### config.mk
export PLATFORM = sky130hd
export DESIGN_NAME = logic_unit_pipe
export DESIGN_NICKNAME = d
export VERILOG_FILES = /design/src/rtl/logic_pkg.sv /design/src/rtl/result_fifo.sv /design/src/rtl/logic_unit_pipe.sv
export SDC_FILE = /design/constraint.sdc
export NUM_CORES = 1
export LEC_CHECK = 0
export ABC_AREA = 1
export CAP_MARGIN = 20
export CORE_UTILIZATION = 30
export DETAILED_ROUTE_END_ITERATION = 8
export DONT_BUFFER_PORTS = 1
export SETUP_SLACK_MARGIN = 0.3
export SYNTH_ARGS = -nofsm -noshare
export SYNTH_HDL_FRONTEND = slang
export SYNTH_HIERARCHICAL = 1
export SYNTH_SLANG_ARGS = --single-unit
### constraint.sdc
create_clock -name clk -period 5.7 [get_ports clk]
set_clock_uncertainty 0.15 [all_clocks]
set_input_delay 1.14 -clock clk [delete_from_list [all_inputs] [get_ports clk]]
set_output_delay 1.14 -clock clk [all_outputs]
set_load 0.02 [all_outputs]
### src/rtl/logic_pkg.sv
// ---------------------------------------------------------------------------
// logic_pkg
// Shared definitions for the pipelined Y86-64 logical unit.
//   op_e        : in_op encoding (AND, OR, XOR, ANDN = In1 & ~In2)
//   flags_t     : zero / sign flag pair stored with every result
//   calc_flags  : derives ZF/SF from a result of any width up to MAX_W
//   entry_bits  : packed width of one FIFO entry {result, tag, zf, sf}
// ---------------------------------------------------------------------------
package logic_pkg;

  // Widest operand the flag helper can take; results are zero-extended into it.
  localparam int unsigned MAX_W = 256;

  typedef enum logic [1:0] {
    OP_AND  = 2'b00,
    OP_OR   = 2'b01,
    OP_XOR  = 2'b10,
    OP_ANDN = 2'b11
  } op_e;

  typedef struct packed {
    logic zf;
    logic sf;
  } flags_t;

  // The sign bit sits at position width-1 of the real result, so it is picked
  // out with a mask instead of a fixed index into the zero-extended value.
  function automatic flags_t calc_flags(input logic [MAX_W-1:0] value,
                                        input int unsigned      width);
    flags_t           flags;
    logic [MAX_W-1:0] msb_mask;
    msb_mask = {{(MAX_W-1){1'b0}}, 1'b1} << (width - 1);
    flags.zf = (value == '0);
    flags.sf = |(value & msb_mask);
    return flags;
  endfunction

  // One FIFO entry is the result, its tag and the two stored flags.
  function automatic int unsigned entry_bits(input int unsigned width,
                                             input int unsigned tag_w);
    return width + tag_w + 2;
  endfunction

endpackage

### src/rtl/result_fifo.sv
// ---------------------------------------------------------------------------
// result_fifo
// Generic DEPTH-entry FIFO of DATA_W-bit words with registered occupancy.
//   clk, rst   : rising-edge clock, asynchronous active-high reset
//   push/wdata : write request and data (ignored while full)
//   pop        : read request (ignored while empty)
//   rdata      : word at the read pointer
//   empty      : no word stored
//   count      : number of stored words, 0..DEPTH
// Every storage word resets to RESET_VAL so the head reads as a defined idle
// value while empty.
// ---------------------------------------------------------------------------
module result_fifo #(
  parameter int unsigned       DATA_W    = 8,
  parameter int unsigned       DEPTH     = 2,
  parameter logic [DATA_W-1:0] RESET_VAL = '0
) (
  input  logic                     clk,
  input  logic                     rst,
  input  logic                     push,
  input  logic [DATA_W-1:0]        wdata,
  input  logic                     pop,
  output logic [DATA_W-1:0]        rdata,
  output logic                     empty,
  output logic [$clog2(DEPTH):0]   count
);

  localparam int unsigned PTR_W = $clog2(DEPTH);
  localparam int unsigned CNT_W = PTR_W + 1;

  logic [DATA_W-1:0] mem_q [DEPTH];
  logic [DATA_W-1:0] mem_d [DEPTH];
  logic [PTR_W-1:0]  wr_ptr_q, wr_ptr_d;
  logic [PTR_W-1:0]  rd_ptr_q, rd_ptr_d;
  logic [CNT_W-1:0]  count_q, count_d;
  logic              full;
  logic              do_push;
  logic              do_pop;

  assign full    = (count_q == CNT_W'(DEPTH));
  assign empty   = (count_q == '0);
  assign do_push = push && !full;
  assign do_pop  = pop && !empty;
  assign rdata   = mem_q[rd_ptr_q];
  assign count   = count_q;

  // Next-state for storage, pointers and occupancy. DEPTH is a power of two,
  // so the pointers wrap by plain binary overflow. A simultaneous push and pop
  // moves both pointers and leaves the count alone.
  always_comb begin
    mem_d    = mem_q;
    wr_ptr_d = wr_ptr_q;
    rd_ptr_d = rd_ptr_q;
    count_d  = count_q;
    if (do_push) begin
      mem_d[wr_ptr_q] = wdata;
      wr_ptr_d        = wr_ptr_q + PTR_W'(1);
    end
    if (do_pop) begin
      rd_ptr_d = rd_ptr_q + PTR_W'(1);
    end
    case ({do_push, do_pop})
      2'b10:   count_d = count_q + CNT_W'(1);
      2'b01:   count_d = count_q - CNT_W'(1);
      default: count_d = count_q;
    endcase
  end

  // Reset drops every stored word at once so nothing in flight survives it.
  always_ff @(posedge clk or posedge rst) begin
    if (rst) begin
      for (int i = 0; i < int'(DEPTH); i++) begin
        mem_q[i] <= RESET_VAL;
      end
      wr_ptr_q <= '0;
      rd_ptr_q <= '0;
      count_q  <= '0;
    end else begin
      mem_q    <= mem_d;
      wr_ptr_q <= wr_ptr_d;
      rd_ptr_q <= rd_ptr_d;
      count_q  <= count_d;
    end
  end

endmodule

### src/rtl/logic_unit_pipe.sv
// ---------------------------------------------------------------------------
// logic_unit_pipe
// Flow-controlled logical unit for the Y86-64 execute stage. Each accepted
// operation is evaluated combinationally and queued with its tag and flags
// in a DEPTH-entry result FIFO; results leave in acceptance order.
//   clk, rst            : rising-edge clock, asynchronous active-high reset
//   in_valid/in_ready   : operation handshake (in_ready from registered state)
//   in_op               : 00 AND, 01 OR, 10 XOR, 11 ANDN (In1 & ~In2)
//   In1, In2, in_tag    : operands and opaque tag
//   out_valid/out_ready : result handshake
//   Out, out_tag        : head result and its tag
//   ZF, SF, Overflow    : head flags (Overflow is always 0 for logical ops)
//   ops_done            : 16-bit wrapping count of popped results
// ---------------------------------------------------------------------------
module logic_unit_pipe
  import logic_pkg::*;
#(
  parameter int unsigned WIDTH = 64,
  parameter int unsigned DEPTH = 2,
  parameter int unsigned TAG_W = 4
) (
  input  logic             clk,
  input  logic             rst,
  input  logic             in_valid,
  output logic             in_ready,
  input  logic [1:0]       in_op,
  input  logic [WIDTH-1:0] In1,
  input  logic [WIDTH-1:0] In2,
  input  logic [TAG_W-1:0] in_tag,
  output logic             out_valid,
  input  logic             out_ready,
  output logic [WIDTH-1:0] Out,
  output logic [TAG_W-1:0] out_tag,
  output logic             ZF,
  output logic             SF,
  output logic             Overflow,
  output logic [15:0]      ops_done
);

  localparam int unsigned ENTRY_W = entry_bits(WIDTH, TAG_W);
  localparam int unsigned CNT_W   = $clog2(DEPTH) + 1;

  typedef struct packed {
    logic [WIDTH-1:0] result;
    logic [TAG_W-1:0] tag;
    logic             zf;
    logic             sf;
  } entry_t;

  // Idle head value: zero result and tag, and ZF set because zero is zero.
  localparam entry_t RESET_ENTRY = '{result: '0, tag: '0, zf: 1'b1, sf: 1'b0};

  logic [WIDTH-1:0] op_result;
  flags_t           op_flags;
  entry_t           new_entry;
  entry_t           head_entry;
  logic             fifo_empty;
  logic [CNT_W-1:0] fifo_count;
  logic             do_accept;
  logic             do_pop;
  logic [15:0]      ops_done_q, ops_done_d;

  // Operation decode and flag generation for the operation being offered.
  always_comb begin
    op_result = '0;
    case (op_e'(in_op))
      OP_AND:  op_result = In1 & In2;
      OP_OR:   op_result = In1 | In2;
      OP_XOR:  op_result = In1 ^ In2;
      OP_ANDN: op_result = In1 & ~In2;
      default: op_result = '0;
    endcase
    op_flags         = calc_flags(MAX_W'(op_result), WIDTH);
    new_entry.result = op_result;
    new_entry.tag    = in_tag;
    new_entry.zf     = op_flags.zf;
    new_entry.sf     = op_flags.sf;
  end

  // Both handshakes are derived from the registered FIFO occupancy, so
  // in_ready never depends combinationally on out_ready.
  assign in_ready  = (fifo_count != CNT_W'(DEPTH));
  assign out_valid = !fifo_empty;
  assign do_accept = in_valid && in_ready;
  assign do_pop    = out_valid && out_ready;

  result_fifo #(
    .DATA_W    (ENTRY_W),
    .DEPTH     (DEPTH),
    .RESET_VAL (RESET_ENTRY)
  ) u_result_fifo (
    .clk   (clk),
    .rst   (rst),
    .push  (do_accept),
    .wdata (new_entry),
    .pop   (do_pop),
    .rdata (head_entry),
    .empty (fifo_empty),
    .count (fifo_count)
  );

  assign Out      = head_entry.result;
  assign out_tag  = head_entry.tag;
  assign ZF       = head_entry.zf;
  assign SF       = head_entry.sf;
  assign Overflow = 1'b0;

  // Completed-operation counter; bumps once per pop and wraps at 2^16.
  always_comb begin
    ops_done_d = ops_done_q + 16'(do_pop);
  end

  always_ff @(posedge clk or posedge rst) begin
    if (rst) begin
      ops_done_q <= '0;
    end else begin
      ops_done_q <= ops_done_d;
    end
  end

  assign ops_done = ops_done_q;

endmodule
==> results of run 1 <==
## layout by cell type, fill, tap and decap left out, types with 3 or more instances in the layout
cell type  instances
nand2_1          912
xor2_1            10
nand4_1          155
clkinv_1           8
nand2_2           14
o211ai_1          29
inv_2              8
dfrtp_1          156
inv_6              3
xnor2_1            4
buf_4             14
o21ai_0           15
ha_1              68
clkbuf_16         17
nand3_1           40
nor2_1            26
inv_8              3
inv_1            216
nand3b_1          19
clkinv_4           3
## routing by layer
layer | routed length [um] | up-vias | track usage, %
li1 | - | 5507 | -
met1 | 18700 | 5179 | 27.9
met2 | 16900 | 357 | 29.1
met3 | 3580 | 31 | 5.77
met4 | 650 | 0 | 5.06
met5 | 0 | - | 0
## registers in the layout (all words and copies together), names as in the netlist
name and cells:
ops_done 16, u_result_fifo/wr_ptr_q 1, u_result_fifo/mem_q 140, u_result_fifo/rd_ptr_q 1, u_result_fifo/count 2
## power groups by stage
stage                     logic [mW]  clock network, mW  registers, mW
after floorplan                 2.11                  0           1.86
after global placement          2.68                  0           1.91
after detailed placement        2.72                  0           1.93
after CTS                       2.72               1.16           1.92
after global routing            3.00               1.21           1.98
final                           2.69               1.13           1.92
## worst min-delay path: stages (launching register included)
cell,delay (ns)
dfstp_2,0.37
nand2_1,0.06
nand2_1,0.04
## metrics by stage
stage / instances / setup slack (ns)
floorplan: 1816 / 0.547
global placement: 2233 / 1.89
detailed placement: 2233 / 1.86
CTS: 2265 / 1.85
global route: 2266 / 1.73
finish: 2266 / 1.96
## cells by family (layout without fill, tap and decap cells)
family / count (synthesis) / in the layout
flip-flops: 160 / 160
AND/OR/NAND/NOR: 1177 / 1177
buffers and inverters: 348 / 280
adder cells (fa/ha/maj): 70 / 70
XOR/XNOR: 14 / 14
AO/OA/AOI/OAI: 46 / 46
other: 1 / 1
## layout make-up
type | instances | area, um2 | area share [%]
Sequential cell | 160 | 4010 | 31.8
Timing Repair Buffer | 15 | 133 | 1.05
Tap cell | 518 | 648 | 5.15
Inverter | 233 | 880 | 6.98
Clock buffer | 20 | 447 | 3.55
Clock inverter | 12 | 128 | 1.01
Multi-Input combinational cell | 1308 | 6350 | 50.4
## worst min path at each step
stage	from	endpoint	slack (ns)	cells past startpoint
floorplan	u_result_fifo/mem_q[30]	u_result_fifo/mem_q[30]	0.29	2
global placement	u_result_fifo/mem_q[58]	u_result_fifo/mem_q[58]	0.30	2
detailed placement	u_result_fifo/mem_q[58]	u_result_fifo/mem_q[58]	0.31	2
CTS	u_result_fifo/mem_q[1]	u_result_fifo/mem_q[1]	0.32	2
global route	u_result_fifo/mem_q[1]	u_result_fifo/mem_q[1]	0.33	2
finish	u_result_fifo/mem_q[1]	u_result_fifo/mem_q[1]	0.32	2
## synth_stat cells, types with 2 or more instances
library cell	n	area [um2]
nand3_2	4	40.0
buf_4	5	37.5
nand3b_1	19	143
xor2_1	10	87.6
xnor2_1	4	35.0
buf_6	27	304
nand3_1	40	200
o211ai_1	29	218
nand2_2	14	87.6
nor3_1	2	10.0
clkbuf_1	22	82.6
ha_1	70	876
o21ai_0	15	75.1
nor2_2	2	12.5
dfrtp_1	158	3950
nor2_1	26	97.6
nand4_1	155	970
buf_2	55	275
buf_1	4	15.0
inv_1	217	815
clkinv_1	8	30.0
clkbuf_8	2	27.5
dfstp_2	2	52.6
inv_2	8	30.0
nand2_1	912	3420
==> results.sh, run 1 <==
export IMPL_grt_pass1_wl_mm=62.1
export IMPL_first_iter_violations=767
export IMPL_synth_nets=2024
export IMPL_synthAdderAreaFrac_pct=7.33
export IMPL_syn_area_per_cell_um2=6.58
export IMPL_fmax_mhz=268
export IMPL_drc_errors=0
export IMPL_pwr_density_cell_mw_per_mm2=456
export IMPL_synth_mux_area_share_pct=0
export IMPL_finalCritPeriodShare_pct=65.5
export IMPL_cts_sinks=160
export IMPL_postLayoutCellArea_mm2=0.0126
export IMPL_area_delta_synth_final_pct=5.46
export IMPL_intPower_mw=2.82
export IMPL_ff2ff_path_depth=4
export IMPL_hold_viol_final=0
export IMPL_drive_above_1_share_pct=4.75
export IMPL_cts_resized=0
export IMPL_path_clk_slew_ns=0.07
export IMPL_critPathCapture="ZF"
export IMPL_clk_latency_ns=0.43
export IMPL_overflow=0
export IMPL_max_stage_delay_ns=0.75
export IMPL_synthFlopType="dfrtp_1"
export IMPL_relSlewSlack_pct=29.0
export IMPL_root_buffer="clkbuf_16"
export IMPL_comb_power_share_pct=46.9
export IMPL_leakagePower_nw=7.27
export IMPL_wire_per_inst_um=17.6
export IMPL_path_cells="inv_2 -> buf_4 -> nand2_1 -> nand2_1"
export IMPL_routabilityCongestion=0.811
export IMPL_grt_pass1_vias=10300
export IMPL_maxCapViolations=0
export IMPL_hold_path_class="flip-flop to flip-flop"
export IMPL_grt_usage_pct=19.7
export IMPL_num_vias=11100
export IMPL_antenna_found_initial=0
export IMPL_placed_area_mm2=0.0120
export IMPL_coreArea_mm2=0.0389
export IMPL_p_sw_mw=2.92
export IMPL_synth_xor_area_share_pct=1.03
export IMPL_cp_max_fo=48
export IMPL_synthSimpleGateAreaFrac_pct=42.0
export IMPL_syn_cell_area_mm2=0.0119
export IMPL_path_depth=4
export IMPL_r2r_end="u_result_fifo/mem_q[32]"
export IMPL_setup_viol=0
export IMPL_finish_utilization_pct=32.4
export IMPL_yosysWarningCount=6
export IMPL_drt_wl_total_mm=39.8
export IMPL_cp_slowest_cell="inv_2"
export IMPL_arrival_ns=2.45
export IMPL_htree_levels=4
export IMPL_yosysUniqueCellTypes=31
export IMPL_required_ns=4.41
export IMPL_synth_compound_area_share_pct=2.56
export IMPL_postCtsHoldBufs=0
export IMPL_final_setup_tns_ns=0
export IMPL_whs_ns=0.318
export IMPL_die_y_um=202
export IMPL_crit_family="buffers and inverters"
export IMPL_r2r_start="u_result_fifo/wr_ptr_q"
export IMPL_min_period_ns=3.74
export IMPL_fillers=4290
export IMPL_maxSlewViolCount=0
export IMPL_start_util_pct=30.7
export IMPL_async_flop_share_pct=100
export IMPL_p_clk_share_pct=19.7
export IMPL_tightest_slew_ns=1.07
export IMPL_detail_route_first_pass_iterations=5
export IMPL_cts_tree="built"
export IMPL_numCtsBuffers=17
export IMPL_path_class="flip-flop to output pin"
export IMPL_vias_per_cell=4.89
export IMPL_die_w_um=202
export IMPL_die_area_mm2=0.0406
export IMPL_synth_seq_cells=160
export IMPL_synth_edff_count=0
export IMPL_total_power_mw=5.74
export IMPL_ant_nets=0
export IMPL_startpoint="u_result_fifo/rd_ptr_q"
export IMPL_cts_setup_buffers=0
export IMPL_clk_path_buf_depth=2
export IMPL_rrSetupSlack_ns=2.87
export IMPL_cpMostUsedCell="nand2_1"
export IMPL_dp_hpwl_mm=27.2
export IMPL_synth_top_family_by_area="simple AND/OR/NAND/NOR gates"
export IMPL_critical_path_n_buffers_inverters=2
export IMPL_diodes=0
export IMPL_io_pin_count=227
export IMPL_layout_nets=1943
export IMPL_rows=72
export IMPL_synthCells=1816
export IMPL_critPathCaptureType="output pin"
export IMPL_grt_max_degree=107
export IMPL_swShare_pct=50.8
export IMPL_status="complete, no violations"
export IMPL_rsz0062_at_grt="false"
export IMPL_place_port_buffers=0
export IMPL_ys_seq_area_share_pct=33.5
export IMPL_seq_power_share_pct=33.4
export IMPL_ir_drop_v=0.000291
export IMPL_startpoint_type="flip-flop"
(Power assumes the default switching activity.)
==> run 2, diff against run 1 <==
clock period = 3.35 ns   (was 5.7 ns; I/O delays follow)
==> run 2 against run 1 <==
  * Critical endpoint is now ops_done[14]
  * Critical path type is now flip-flop to flip-flop
  * Final cell count is 0.40% higher
  * Global-route usage decreased by 0.22 points
  * Clock power grew 98%
  * Utilization up 0.72 points
  * Worst setup slack worse by 1.4 ns
==> results.sh, run 2 (synthesis results as in run 1) <==
export IMPL_wire_per_inst_um=17.3
export IMPL_root_buffer="clkbuf_16"
export IMPL_fmax_mhz=363
export IMPL_min_period_ns=2.76
export IMPL_maxCapViolations=0
export IMPL_ir_drop_v=0.000419
export IMPL_path_clk_slew_ns=0.07
export IMPL_route_met3_wl_mm=3.67
export IMPL_top_layer_used="met4"
export IMPL_die_y_um=202
export IMPL_numCtsBuffers=17
export IMPL_tightest_slew_ns=0.968
export IMPL_io_pin_count=227
export IMPL_status="complete, no violations"
export IMPL_grt_pass1_wl_mm=61.6
export IMPL_whs_ns=0.0444
export IMPL_finalCritPeriodShare_pct=82.3
export IMPL_routabilityCongestion=0.834
export IMPL_cts_sinks=160
export IMPL_dp_hpwl_mm=27.0
export IMPL_maxSlewViolCount=0
export IMPL_place_port_buffers=0
export IMPL_detail_route_first_pass_iterations=7
export IMPL_coreArea_mm2=0.0389
export IMPL_grt_pass1_vias=10200
export IMPL_layout_nets=1952
export IMPL_die_area_mm2=0.0406
export IMPL_final_setup_tns_ns=0
export IMPL_ant_nets=0
export IMPL_drc_errors=0
export IMPL_first_iter_violations=913
export IMPL_die_w_um=202
export IMPL_critPathCaptureType="flip-flop"
export IMPL_grt_max_degree=133
export IMPL_multiInputGateArea_mm2=0.00635
export IMPL_grt_usage_pct=19.5
export IMPL_total_power_mw=10.2
export IMPL_drive_above_1_share_pct=5.18
export IMPL_top_register="u_result_fifo/mem_q"
export IMPL_pwr_density_cell_mw_per_mm2=791
export IMPL_hold_viol_final=0
export IMPL_hold_path_class="primary input to asynchronous set/reset pin"
export IMPL_finalNonFillerCells=2275
export IMPL_largest_reg_flops=140
export IMPL_num_vias=11100
export IMPL_rows=72
export IMPL_setup_viol=0
export IMPL_mostFrequentLayoutCells="912 x nand2_1, 216 x inv_1, 156 x dfrtp_1"
export IMPL_cts_tree="built"
export IMPL_dp_cells=2242
export IMPL_regArea_mm2=0.00401
export IMPL_htree_levels=4
export IMPL_relSlewSlack_pct=35.5
export IMPL_required_ns=3.51
export IMPL_clk_path_buf_depth=2
export IMPL_fillers=4258
export IMPL_wl_met1_mm=18.4
export IMPL_arrival_ns=2.92
export IMPL_overflow=0
export IMPL_rsz0062_at_grt="false"
export IMPL_drt_wl_total_mm=39.4
export IMPL_vias_per_cell=4.87
export IMPL_leakagePower_nw=7.40
export IMPL_cp_max_fo=5
export IMPL_clk_latency_ns=0.43
export IMPL_startpoint_type="flip-flop"
export IMPL_antenna_found_initial=0
export IMPL_final_common_cell="nand2_1"
export IMPL_path_class="flip-flop to flip-flop"
export IMPL_diodes=0
export IMPL_area_delta_synth_final_pct=7.79
export IMPL_start_util_pct=30.7
export IMPL_met2_length_mm=16.6
[run 2: final timing paths]
check | from | to | slack, ns | depth (start not counted)
hold reg to reg | u_result_fifo/mem_q[139] | u_result_fifo/mem_q[139] | 0.32 | 2
hold / removal | rst | ops_done[4] | 0.04 | 1
min in group clk | in_tag[1] | u_result_fifo/mem_q[73] | 0.24 | 2
setup / recovery | u_result_fifo/count[1] | ops_done[14] | 0.59 | 14
max in group asynchronous | rst | u_result_fifo/mem_q[67] | 1.61 | 3
setup reg to reg | u_result_fifo/count[1] | ops_done[14] | 0.59 | 14
[run 2: layout make-up]
cell class	count	share of cell area [%]
multi-input combinational	1308	49.3
clock buffer	19	3.36
sequential	160	31.1
timing repair buffer	24	2.49
inverter	233	6.82
clock inverter	13	1.82
tap	518	5.03
[run 2: through the flow]
stage / setup WS [ns] / util [%] / instance area (um2)
after global routing: 0.372 / 33.1 / 12900
final: 0.592 / 33.1 / 12900
after detailed placement: 0.396 / 31.3 / 12200
after floorplan: 0.727 / - / 11900
after CTS: 0.589 / 33.1 / 12900
after global placement: 0.421 / 31.3 / 12200
[run 2: where the power goes]
part | leakage [nW] | internal [mW] | total, mW | switching [mW]
Sequential | 2.04 | 2.74 | 3.25 | 0.505
Combinational | 5.04 | 1.06 | 4.69 | 3.63
Clock | 0.326 | 1.41 | 2.24 | 0.834
[run 2: timing repair]
action / 4_1_cts / 5_1_grt
buffers inserted: 0 / 0
setup endpoints to repair: 0 / 0
gates resized for setup: 0 / 0
hold buffers: 1 / 0
hold endpoints to repair: 12 / 0
[run 2: worst max-delay path, cell delays in order (launching register included)]
cell     delay, ns
dfrtp_1       0.50
inv_1         0.10
nand2_1       0.13
inv_1         0.08
nor2_1        0.24
ha_1          0.23
ha_1          0.18
nand2_1       0.06
nor2_1        0.18
nand3_2       0.12
nor2_2        0.15
nand3_2       0.10
nor2_1        0.17
nand3_1       0.11
xor2_1        0.16
[run 2: per-layer routing]
| metal | GRT usage (%) | vias up |
|---|---|---|
| met1 | 28.4 | 5109 |
| li1 | - | 5527 |
| met5 | 0 | - |
| met4 | 5.30 | 0 |
| met2 | 27.8 | 401 |
| met3 | 5.46 | 35 |
